### src/rtl/line_render_scheduler_if.sv
// Render request channel between the line render scheduler and the scanline renderer.
//   render_req     level, a render is outstanding (line/buffer/base stable while high)
//   render_line    source line to render
//   render_buffer  line buffer half to write
//   render_base    buffer index of that half
//   render_abort   one-cycle pulse, outstanding request withdrawn
//   render_done    one-cycle pulse from the renderer, honoured only while render_req is high
interface line_render_scheduler_if;
    logic        render_req;
    logic [9:0]  render_line;
    logic        render_buffer;
    logic [10:0] render_base;
    logic        render_abort;
    logic        render_done;

    modport master (
        output render_req,
        output render_line,
        output render_buffer,
        output render_base,
        output render_abort,
        input  render_done
    );

    modport slave (
        input  render_req,
        input  render_line,
        input  render_buffer,
        input  render_base,
        input  render_abort,
        output render_done
    );
endinterface

### src/rtl/line_render_scheduler.sv
// Sequences the scanline renderer against the double-buffered VGA line buffer.
// Primes source line 0 before the playfield, then prefetches line N+1 into the back half
// while half N is shown for 2 or 4 scan lines. Late renders are flagged as underruns.
//   vga_clk, reset     pixel clock, synchronous active-high reset
//   frame_start        frame start pulse, aborts everything
//   prime_start        request line 0 ahead of the playfield
//   pf_start           first playfield scan line, samples vga_scale
//   line_end           last pixel of every scan line
//   vga_scale          0: repeat each source line 2x, 1: 4x
//   rnd                render request channel (master side)
//   display_buffer/base  half being shown and its buffer index
//   active             playfield being displayed
//   underrun           pulse on a swap taken with a render still pending
//   underrun_count     saturating underrun count, cleared only by reset
module line_render_scheduler #(
    parameter int unsigned SRC_LINES   = 240,
    parameter int unsigned LINE_STRIDE = 640
) (
    input  logic                    vga_clk,
    input  logic                    reset,
    input  logic                    frame_start,
    input  logic                    prime_start,
    input  logic                    pf_start,
    input  logic                    line_end,
    input  logic                    vga_scale,
    line_render_scheduler_if.master rnd,
    output logic                    display_buffer,
    output logic [10:0]             display_base,
    output logic                    active,
    output logic                    underrun,
    output logic [7:0]              underrun_count
);

    localparam logic [10:0] StrideBase = 11'(LINE_STRIDE);
    localparam logic [10:0] SrcLinesW  = 11'(SRC_LINES);

    typedef enum logic [1:0] {StIdle, StPrime, StArmed, StActive} state_e;

    state_e      state_q, state_d;
    logic        req_q, req_d;
    logic [9:0]  line_q, line_d;
    logic        buf_q, buf_d;
    logic [10:0] base_q, base_d;
    logic        abort_q, abort_d;
    logic        issue_q, issue_d;
    logic        disp_q, disp_d;
    logic [10:0] dbase_q, dbase_d;
    logic        active_q, active_d;
    logic        urun_q, urun_d;
    logic [7:0]  ucount_q, ucount_d;
    logic [1:0]  rep_cnt_q, rep_cnt_d;
    logic [1:0]  rep_max_q, rep_max_d;  // latched repeat count minus one
    logic [9:0]  src_q, src_d;

    logic done_ok, swap, last, more;

    assign done_ok = rnd.render_done & req_q;
    assign swap    = (state_q == StActive) & line_end & (rep_cnt_q == rep_max_q);
    // After the swap src_line becomes src_q+1: 'last' ends the frame, 'more' allows a prefetch.
    assign last    = ({1'b0, src_q} + 11'd1) == SrcLinesW;
    assign more    = ({1'b0, src_q} + 11'd2) < SrcLinesW;

    always_ff @(posedge vga_clk) begin
        if (reset) begin
            state_q   <= StIdle;
            req_q     <= 1'b0;
            line_q    <= '0;
            buf_q     <= 1'b0;
            base_q    <= '0;
            abort_q   <= 1'b0;
            issue_q   <= 1'b0;
            disp_q    <= 1'b0;
            dbase_q   <= '0;
            active_q  <= 1'b0;
            urun_q    <= 1'b0;
            ucount_q  <= '0;
            rep_cnt_q <= '0;
            rep_max_q <= 2'd1;
            src_q     <= '0;
        end else begin
            state_q   <= state_d;
            req_q     <= req_d;
            line_q    <= line_d;
            buf_q     <= buf_d;
            base_q    <= base_d;
            abort_q   <= abort_d;
            issue_q   <= issue_d;
            disp_q    <= disp_d;
            dbase_q   <= dbase_d;
            active_q  <= active_d;
            urun_q    <= urun_d;
            ucount_q  <= ucount_d;
            rep_cnt_q <= rep_cnt_d;
            rep_max_q <= rep_max_d;
            src_q     <= src_d;
        end
    end

    always_comb begin
        state_d = state_q;
        if (frame_start) begin
            state_d = StIdle;
        end else begin
            unique case (state_q)
                StIdle:   if (prime_start) state_d = StPrime;
                StPrime: begin
                    if (pf_start) state_d = StActive;
                    else if (done_ok) state_d = StArmed;
                end
                StArmed:  if (pf_start) state_d = StActive;
                StActive: if (swap && last) state_d = StIdle;
            endcase
        end
    end

    always_comb begin
        req_d     = req_q;
        line_d    = line_q;
        buf_d     = buf_q;
        base_d    = base_q;
        abort_d   = 1'b0;
        issue_d   = 1'b0;
        disp_d    = disp_q;
        dbase_d   = dbase_q;
        active_d  = active_q;
        urun_d    = 1'b0;
        ucount_d  = ucount_q;
        rep_cnt_d = rep_cnt_q;
        rep_max_d = rep_max_q;
        src_d     = src_q;

        if (done_ok) req_d = 1'b0;
        // Request loaded at a swap rises one cycle later so the renderer sees a fresh edge.
        if (issue_q) req_d = 1'b1;

        if (frame_start) begin
            req_d     = 1'b0;
            abort_d   = req_q;
            active_d  = 1'b0;
            rep_cnt_d = '0;
            src_d     = '0;
            disp_d    = 1'b0;
            dbase_d   = '0;
        end else begin
            unique case (state_q)
                StIdle: begin
                    if (prime_start) begin
                        req_d  = 1'b1;
                        line_d = '0;
                        buf_d  = 1'b0;
                        base_d = '0;
                    end
                end
                StPrime, StArmed: begin
                    if (pf_start) begin
                        active_d  = 1'b1;
                        disp_d    = 1'b0;
                        dbase_d   = '0;
                        rep_cnt_d = '0;
                        src_d     = '0;
                        rep_max_d = vga_scale ? 2'd3 : 2'd1;
                        // A still-pending line 0 request is held; the first swap judges it.
                        if (!req_q || done_ok) begin
                            req_d  = 1'b1;
                            line_d = 10'd1;
                            buf_d  = 1'b1;
                            base_d = StrideBase;
                        end
                    end
                end
                StActive: begin
                    if (line_end) begin
                        if (!swap) begin
                            rep_cnt_d = rep_cnt_q + 2'd1;
                        end else begin
                            rep_cnt_d = '0;
                            disp_d    = ~disp_q;
                            dbase_d   = disp_q ? 11'd0 : StrideBase;
                            src_d     = src_q + 10'd1;
                            req_d     = 1'b0;
                            if (req_q && !rnd.render_done) begin
                                urun_d = 1'b1;
                                if (ucount_q != 8'hFF) ucount_d = ucount_q + 8'd1;
                            end
                            if (last) begin
                                active_d = 1'b0;
                            end else if (more) begin
                                // The half just taken off screen becomes the back half.
                                line_d  = src_q + 10'd2;
                                buf_d   = disp_q;
                                base_d  = disp_q ? StrideBase : 11'd0;
                                issue_d = 1'b1;
                            end
                        end
                    end
                end
            endcase
        end
    end

    assign rnd.render_req    = req_q;
    assign rnd.render_line   = line_q;
    assign rnd.render_buffer = buf_q;
    assign rnd.render_base   = base_q;
    assign rnd.render_abort  = abort_q;
    assign display_buffer    = disp_q;
    assign display_base      = dbase_q;
    assign active            = active_q;
    assign underrun          = urun_q;
    assign underrun_count    = ucount_q;

endmodule

### src/flat_wrapper.sv
// flat-port wrapper written by rule: the top's interface ports become plain ports
module line_render_scheduler_flat 
#(
    parameter int unsigned SRC_LINES   = 240,
    parameter int unsigned LINE_STRIDE = 640
)
  (vga_clk, reset, frame_start, prime_start, pf_start, line_end, vga_scale, display_buffer, display_base, active, underrun, underrun_count, rnd_render_req, rnd_render_line, rnd_render_buffer, rnd_render_base, rnd_render_abort, rnd_render_done);
  line_render_scheduler_if rnd_i ();
  input  logic vga_clk;
  input  logic reset;
  input  logic frame_start;
  input  logic prime_start;
  input  logic pf_start;
  input  logic line_end;
  input  logic vga_scale;
  output logic display_buffer;
  output logic [10:0] display_base;
  output logic active;
  output logic underrun;
  output logic [7:0] underrun_count;
  output wire logic [$bits(rnd_i.render_req)-1:0] rnd_render_req;
  output wire logic [$bits(rnd_i.render_line)-1:0] rnd_render_line;
  output wire logic [$bits(rnd_i.render_buffer)-1:0] rnd_render_buffer;
  output wire logic [$bits(rnd_i.render_base)-1:0] rnd_render_base;
  output wire logic [$bits(rnd_i.render_abort)-1:0] rnd_render_abort;
  input wire logic [$bits(rnd_i.render_done)-1:0] rnd_render_done;
  assign rnd_render_req = rnd_i.render_req;
  assign rnd_render_line = rnd_i.render_line;
  assign rnd_render_buffer = rnd_i.render_buffer;
  assign rnd_render_base = rnd_i.render_base;
  assign rnd_render_abort = rnd_i.render_abort;
  assign rnd_i.render_done = rnd_render_done;
  line_render_scheduler #(.SRC_LINES(SRC_LINES), .LINE_STRIDE(LINE_STRIDE)) u_core (.vga_clk(vga_clk), .reset(reset), .frame_start(frame_start), .prime_start(prime_start), .pf_start(pf_start), .line_end(line_end), .vga_scale(vga_scale), .rnd(rnd_i), .display_buffer(display_buffer), .display_base(display_base), .active(active), .underrun(underrun), .underrun_count(underrun_count));
endmodule
### config.mk
export PLATFORM = sky130hd
export DESIGN_NAME = line_render_scheduler_flat
export DESIGN_NICKNAME = d
export VERILOG_FILES = /design/src/rtl/line_render_scheduler_if.sv /design/src/rtl/line_render_scheduler.sv /design/src/flat_wrapper.sv
export SDC_FILE = /design/constraint.sdc
export NUM_CORES = 1
export LEC_CHECK = 0
export ABC_AREA = 1
export ABC_CLOCK_PERIOD_IN_PS = 2200
export BUFFER_PORTS_ARGS = -buffer_cell sky130_fd_sc_hd__clkbuf_2
export CORE_AREA = 2 2 70 72
export CTS_BUF_LIST = sky130_fd_sc_hd__clkbuf_8
export DETAILED_ROUTE_END_ITERATION = 10
export DIE_AREA = 0 0 72 74
export PLACE_DENSITY = 0.82
export SYNTH_ARGS = -nofsm -noshare
export SYNTH_HDL_FRONTEND = slang
export SYNTH_SLANG_ARGS = --single-unit
### constraint.sdc
create_clock -name vga_clk -period 2.2 [get_ports vga_clk]
set_input_delay 0.11 -clock vga_clk [delete_from_list [all_inputs] [get_ports vga_clk]]
set_output_delay 0.11 -clock vga_clk [all_outputs]
set_load 0.02 [all_outputs]
==> results <==
- The detailed-route DRC error count is 0.
- The startpoint of the worst register-to-register path is u_core.state_q[0].
- Yosys printed 0 warnings.
- Hold is met by between 0.1 and 0.15 ns.
- The cell count of the worst reg-to-reg path is 12.
- Entering global routing, the biggest net connects 18 pins.
- STA classifies the critical path endpoint as a register.
- Counting along the longest clock path gives a buffer depth of 2.
- The clock net in this run drives a total of 40 sinks.
- Before antenna repair, the detailed router went through 4 iterations.
- The top cell type's share of synthesized area is between 30% and 40%.
- The per-cell via count in the routed design is ~5.2.
- Of the available clock period, the critical path in the final layout requires about nine tenths.
- Summed over all layers, the routed wires come to roughly 5.5 mm.
- The number of setup violations in the final report is 0.
- The cell area that synthesis handed to floorplanning was roughly 0.0025 mm^2.
- The max-cap check violation count is 0.
- The clock reaches the later pin of the worst-skew pair after 0.29 ns.
- The number of inserted diodes is 0.
- Measured against the total synthesized area, the mux share comes to 0%.
- The standard cell with the maximum stage delay on the critical path is sky130_fd_sc_hd__dfxtp_2.
- Port buffering added 35 buffers.
- Leaving out fill and tap cells, the most frequent cell in the layout is sky130_fd_sc_hd__nand2_1.
- From bottom edge to top edge, the die measures roughly 74 um.
- The post-CTS setup buffer count is 0.
- The library cells used most frequently in the layout, excluding fill and tap cells, are sky130_fd_sc_hd__nand2_1 (91), sky130_fd_sc_hd__nor2_1 (37), sky130_fd_sc_hd__inv_1 (36), sky130_fd_sc_hd__clkbuf_2 (35), sky130_fd_sc_hd__dfxtp_1 (35).
- STA classifies the critical path startpoint as a register.
- In this run the mean area of a mapped cell was 6.71 um^2.
- For this design the top-level I/O count stands at between 50 and 60.
- The largest single stage delay on the critical path is ~0.37 ns.
- The critical path is of the reg -> reg type.
- The count of nets left with antenna violations once routing finished came out at 0.
- The flop-to-flop setup slack is ~0.21 ns.
- The first-pass GRT wire length is 9.34 mm.
- In the synthesized netlist, the number of instances is 372.
- The xor and xnor area share after synthesis is between 1 and 1.5%.
- Counting the buffers created by CTS gives 5.
- Along the worst hold path, the cell count comes to 3.
- The dominant cell type by count on the critical path is sky130_fd_sc_hd__inv_1.
- The final-report hold violation count is 0.
- The aggregate negative setup slack is 0 ns.
- Global routing finished with a remaining overflow of 0.
- The adder-cell share of the synthesized area is 4.01%.
- The mean routed wirelength per cell is 11.9 um.
- The CTS tree is yes.
- The worst reg2reg path endpoint is u_core.rnd.render_line[3].
- The area growth from synthesis to final layout is 10.0%.
- The worst min-delay path class is in -> reg.
- The number of antenna violations at the first check in global routing is 0.
- The routed layout has 2391 vias.
- The number of global-route vias before repair was between 2000 and 2500.
- The total number of H-tree levels is 2.
- In this run the worst path has a maximum fanout of 16.
- Sequential elements use 32.1% of the synthesized area.
- Across the VDD grid, the largest voltage drop is 0.285 mV.
- The worst clock skew on the final layout is about 0.0047 ns.
- After clock tree synthesis, the clock-pin slew on the worst setup and hold paths is ~0.08 ns.
- The die is 72 um wide.
- Ranked by total cell area, the synthesized netlist is headed by sky130_fd_sc_hd__dfxtp_1 (32%), sky130_fd_sc_hd__nand2_1 (14%), sky130_fd_sc_hd__buf_4 (7.5%), sky130_fd_sc_hd__a21oi_1 (5.8%), sky130_fd_sc_hd__nand3_1 (5.8%).
- The tree is rooted in a sky130_fd_sc_hd__clkbuf_8.
- The violation count after the first detailed-route iteration is between 100 and 150.
- Data on the critical path is required at its endpoint by between 2 and 2.5 ns.
- Data arrives at the worst endpoint at approximately 2.2 ns.
- The critical path goes through inv_1, ha_1, inv_1, or2_2, nand2_1, inv_1, o2111ai_1, nor2_2, buf_6, nand3_1, nand2_1, nor2_1.
- In the synthesized netlist the async set-or-reset flop fraction comes to 0%.
- The count of nets after finishing is 421.
- Summing the areas of all compound-gate instances in the mapped netlist gives roughly 11% of the synthesized area.
- The all-layer global routing usage is a little over a fifth.
- The synthesized flop and latch total is 40.
- The hold path startpoint is vga_scale.
- The final total power is around 0.0015 W.
- The highest attainable clock frequency is 0.503 GHz.
- The main combinational cell family by area after synthesis is simple AND/OR/NAND/NOR gates.
- The fraction of layout cells with a size suffix above 1 is around 20%.
- The hold-critical path endpoint is u_core.rep_max_q[1].
- Among all flip-flop cells after synthesis, the most frequent one is sky130_fd_sc_hd__dfxtp_1.
- The max-slew violation count is 0.
- Setup repair after global routing left no endpoint under its margin.
- The initialized floorplan defines 25 standard-cell rows.
- The global placer's final weighted congestion is between 0.9 and 1.
- The leading area contributor after synthesis is sky130_fd_sc_hd__dfxtp_1.
- The final critical path time including I/O delays and setup is between 1.5 and 2 ns.
- Yosys mapped a number of flops with a built-in enable equal to 0.
- The simple-gate share of the synthesized area is 36.6%.
- For this design the ratio of total power to cell area is between 500 and 600 mW/mm^2.
- The leakage power of the design is around 1.2 nW.
- For this configuration, the core starts out at a cell density of 54.3%.
- The run finished with clean final reports.
- The core region area is approximately 0.0046 mm^2.
- The area of the die is between 0.005 and 0.006 mm^2.
- In this run, distinct cell masters in the synthesized netlist total 33.
- The wire-length estimate of the detail-placed layout is roughly 4.3 mm.
==> flip-flops by register name, summed over array words and instances (netlist names) <==
name,cells
u_core.active,1
u_core.issue_q,1
u_core.src_q,10
u_core.rnd.render_line,10
u_core.underrun,1
u_core.underrun_count,8
u_core.state_q,2
u_core.display_base,1
u_core.rnd.render_req,1
u_core.rnd.render_abort,1
u_core.rep_max_q,1
u_core.rnd.render_base,1
u_core.rep_cnt_q,2
==> layer usage <==
metal	vias to the layer above	track usage, %	part of all wire [%]	wire [um]
met4	0	8.39	1.8	97
met5	-	0	0	0
met2	72	39.0	50	2740
met1	1080	26.3	44	2410
met3	13	3.39	4.1	222
li1	1226	-	-	-
==> cell families (layout without fill, tap and decap cells) <==
kind of cell / count (synthesis) / after routing
AND/OR/NAND/NOR: 198 / 198
XOR/XNOR: 3 / 3
flip-flops: 40 / 40
AO/OA/AOI/OAI: 51 / 51
adder cells (fa/ha/maj): 8 / 8
other: 1 / 18
buffers and inverters: 71 / 88
==> report_power, final <==
part / switching, W / leakage [nW] / internal (W) / total, W
Sequential: 0.0000104 / 0.326 / 0.000741 / 0.000751
Combinational: 0.000132 / 0.816 / 0.0000562 / 0.000188
Clock: 0.000276 / 0.0434 / 0.000254 / 0.000530
Total: 0.000418 / 1.19 / 0.00105 / 0.00147
==> stage by stage <==
| step | cells | setup WS (ns) | util (%) | area, um^2 |
|---|---|---|---|---|
| 2_1_floorplan | 389 | 0.260 | - | 2560 |
| 3_3_place_gp | 452 | 0.0852 | 57.0 | 2620 |
| 3_5_place_dp | 452 | 0.0237 | 57.0 | 2620 |
| 4_1_cts | 460 | 0.00965 | 59.1 | 2720 |
| 5_1_grt | 460 | 0.0312 | 59.7 | 2750 |
| 6_report | 460 | 0.211 | 59.7 | 2750 |
==> how the worst max path moves through the flow <==
stage	startpoint	depth (start not counted)	end
after floorplan	u_core.state_q[0]	12	u_core.rnd.render_line[6]
after global placement	u_core.src_q[1]	14	u_core.rnd.render_line[5]
after detailed placement	u_core.src_q[1]	14	u_core.rnd.render_line[5]
after CTS	u_core.src_q[1]	14	u_core.rnd.render_line[5]
after global routing	u_core.src_q[1]	14	u_core.rnd.render_line[5]
final	u_core.state_q[0]	12	u_core.rnd.render_line[3]
==> Yosys cell counts (all sizes together), types with 5 or more instances <==
cell   count
dfxtp     40
inv       39
nor2      48
a21oi     29
nand4      5
nand2     98
ha         8
o21ai     13
buf       30
nor3       9
nand3     33
==> area by class of cell <==
cell class / instances / area [um^2]
clock inverters: 2 / 15.0
flip-flops and latches: 40 / 807
repair buffers: 41 / 224
inverters: 39 / 146
multi-input cells: 278 / 1400
fillers: 435 / 1850
well taps: 54 / 67.6
clock buffers: 6 / 82.6
==> worst max-delay path: cells and delay by family, from the launching register on <==
kind	cells	cell delay, ns
fa+ha+maj	1	0.34
flops	1	0.37
simple gates	6	0.56
compound gates	1	0.12
buf+inv	4	0.49
==> repair_timing <==
item	4_1_cts	5_1_grt
hold buffers	0	0
endpoints found under the setup margin	0	18
resized for setup	0	9
No activity file was read; power rests on OpenSTA's default activity.
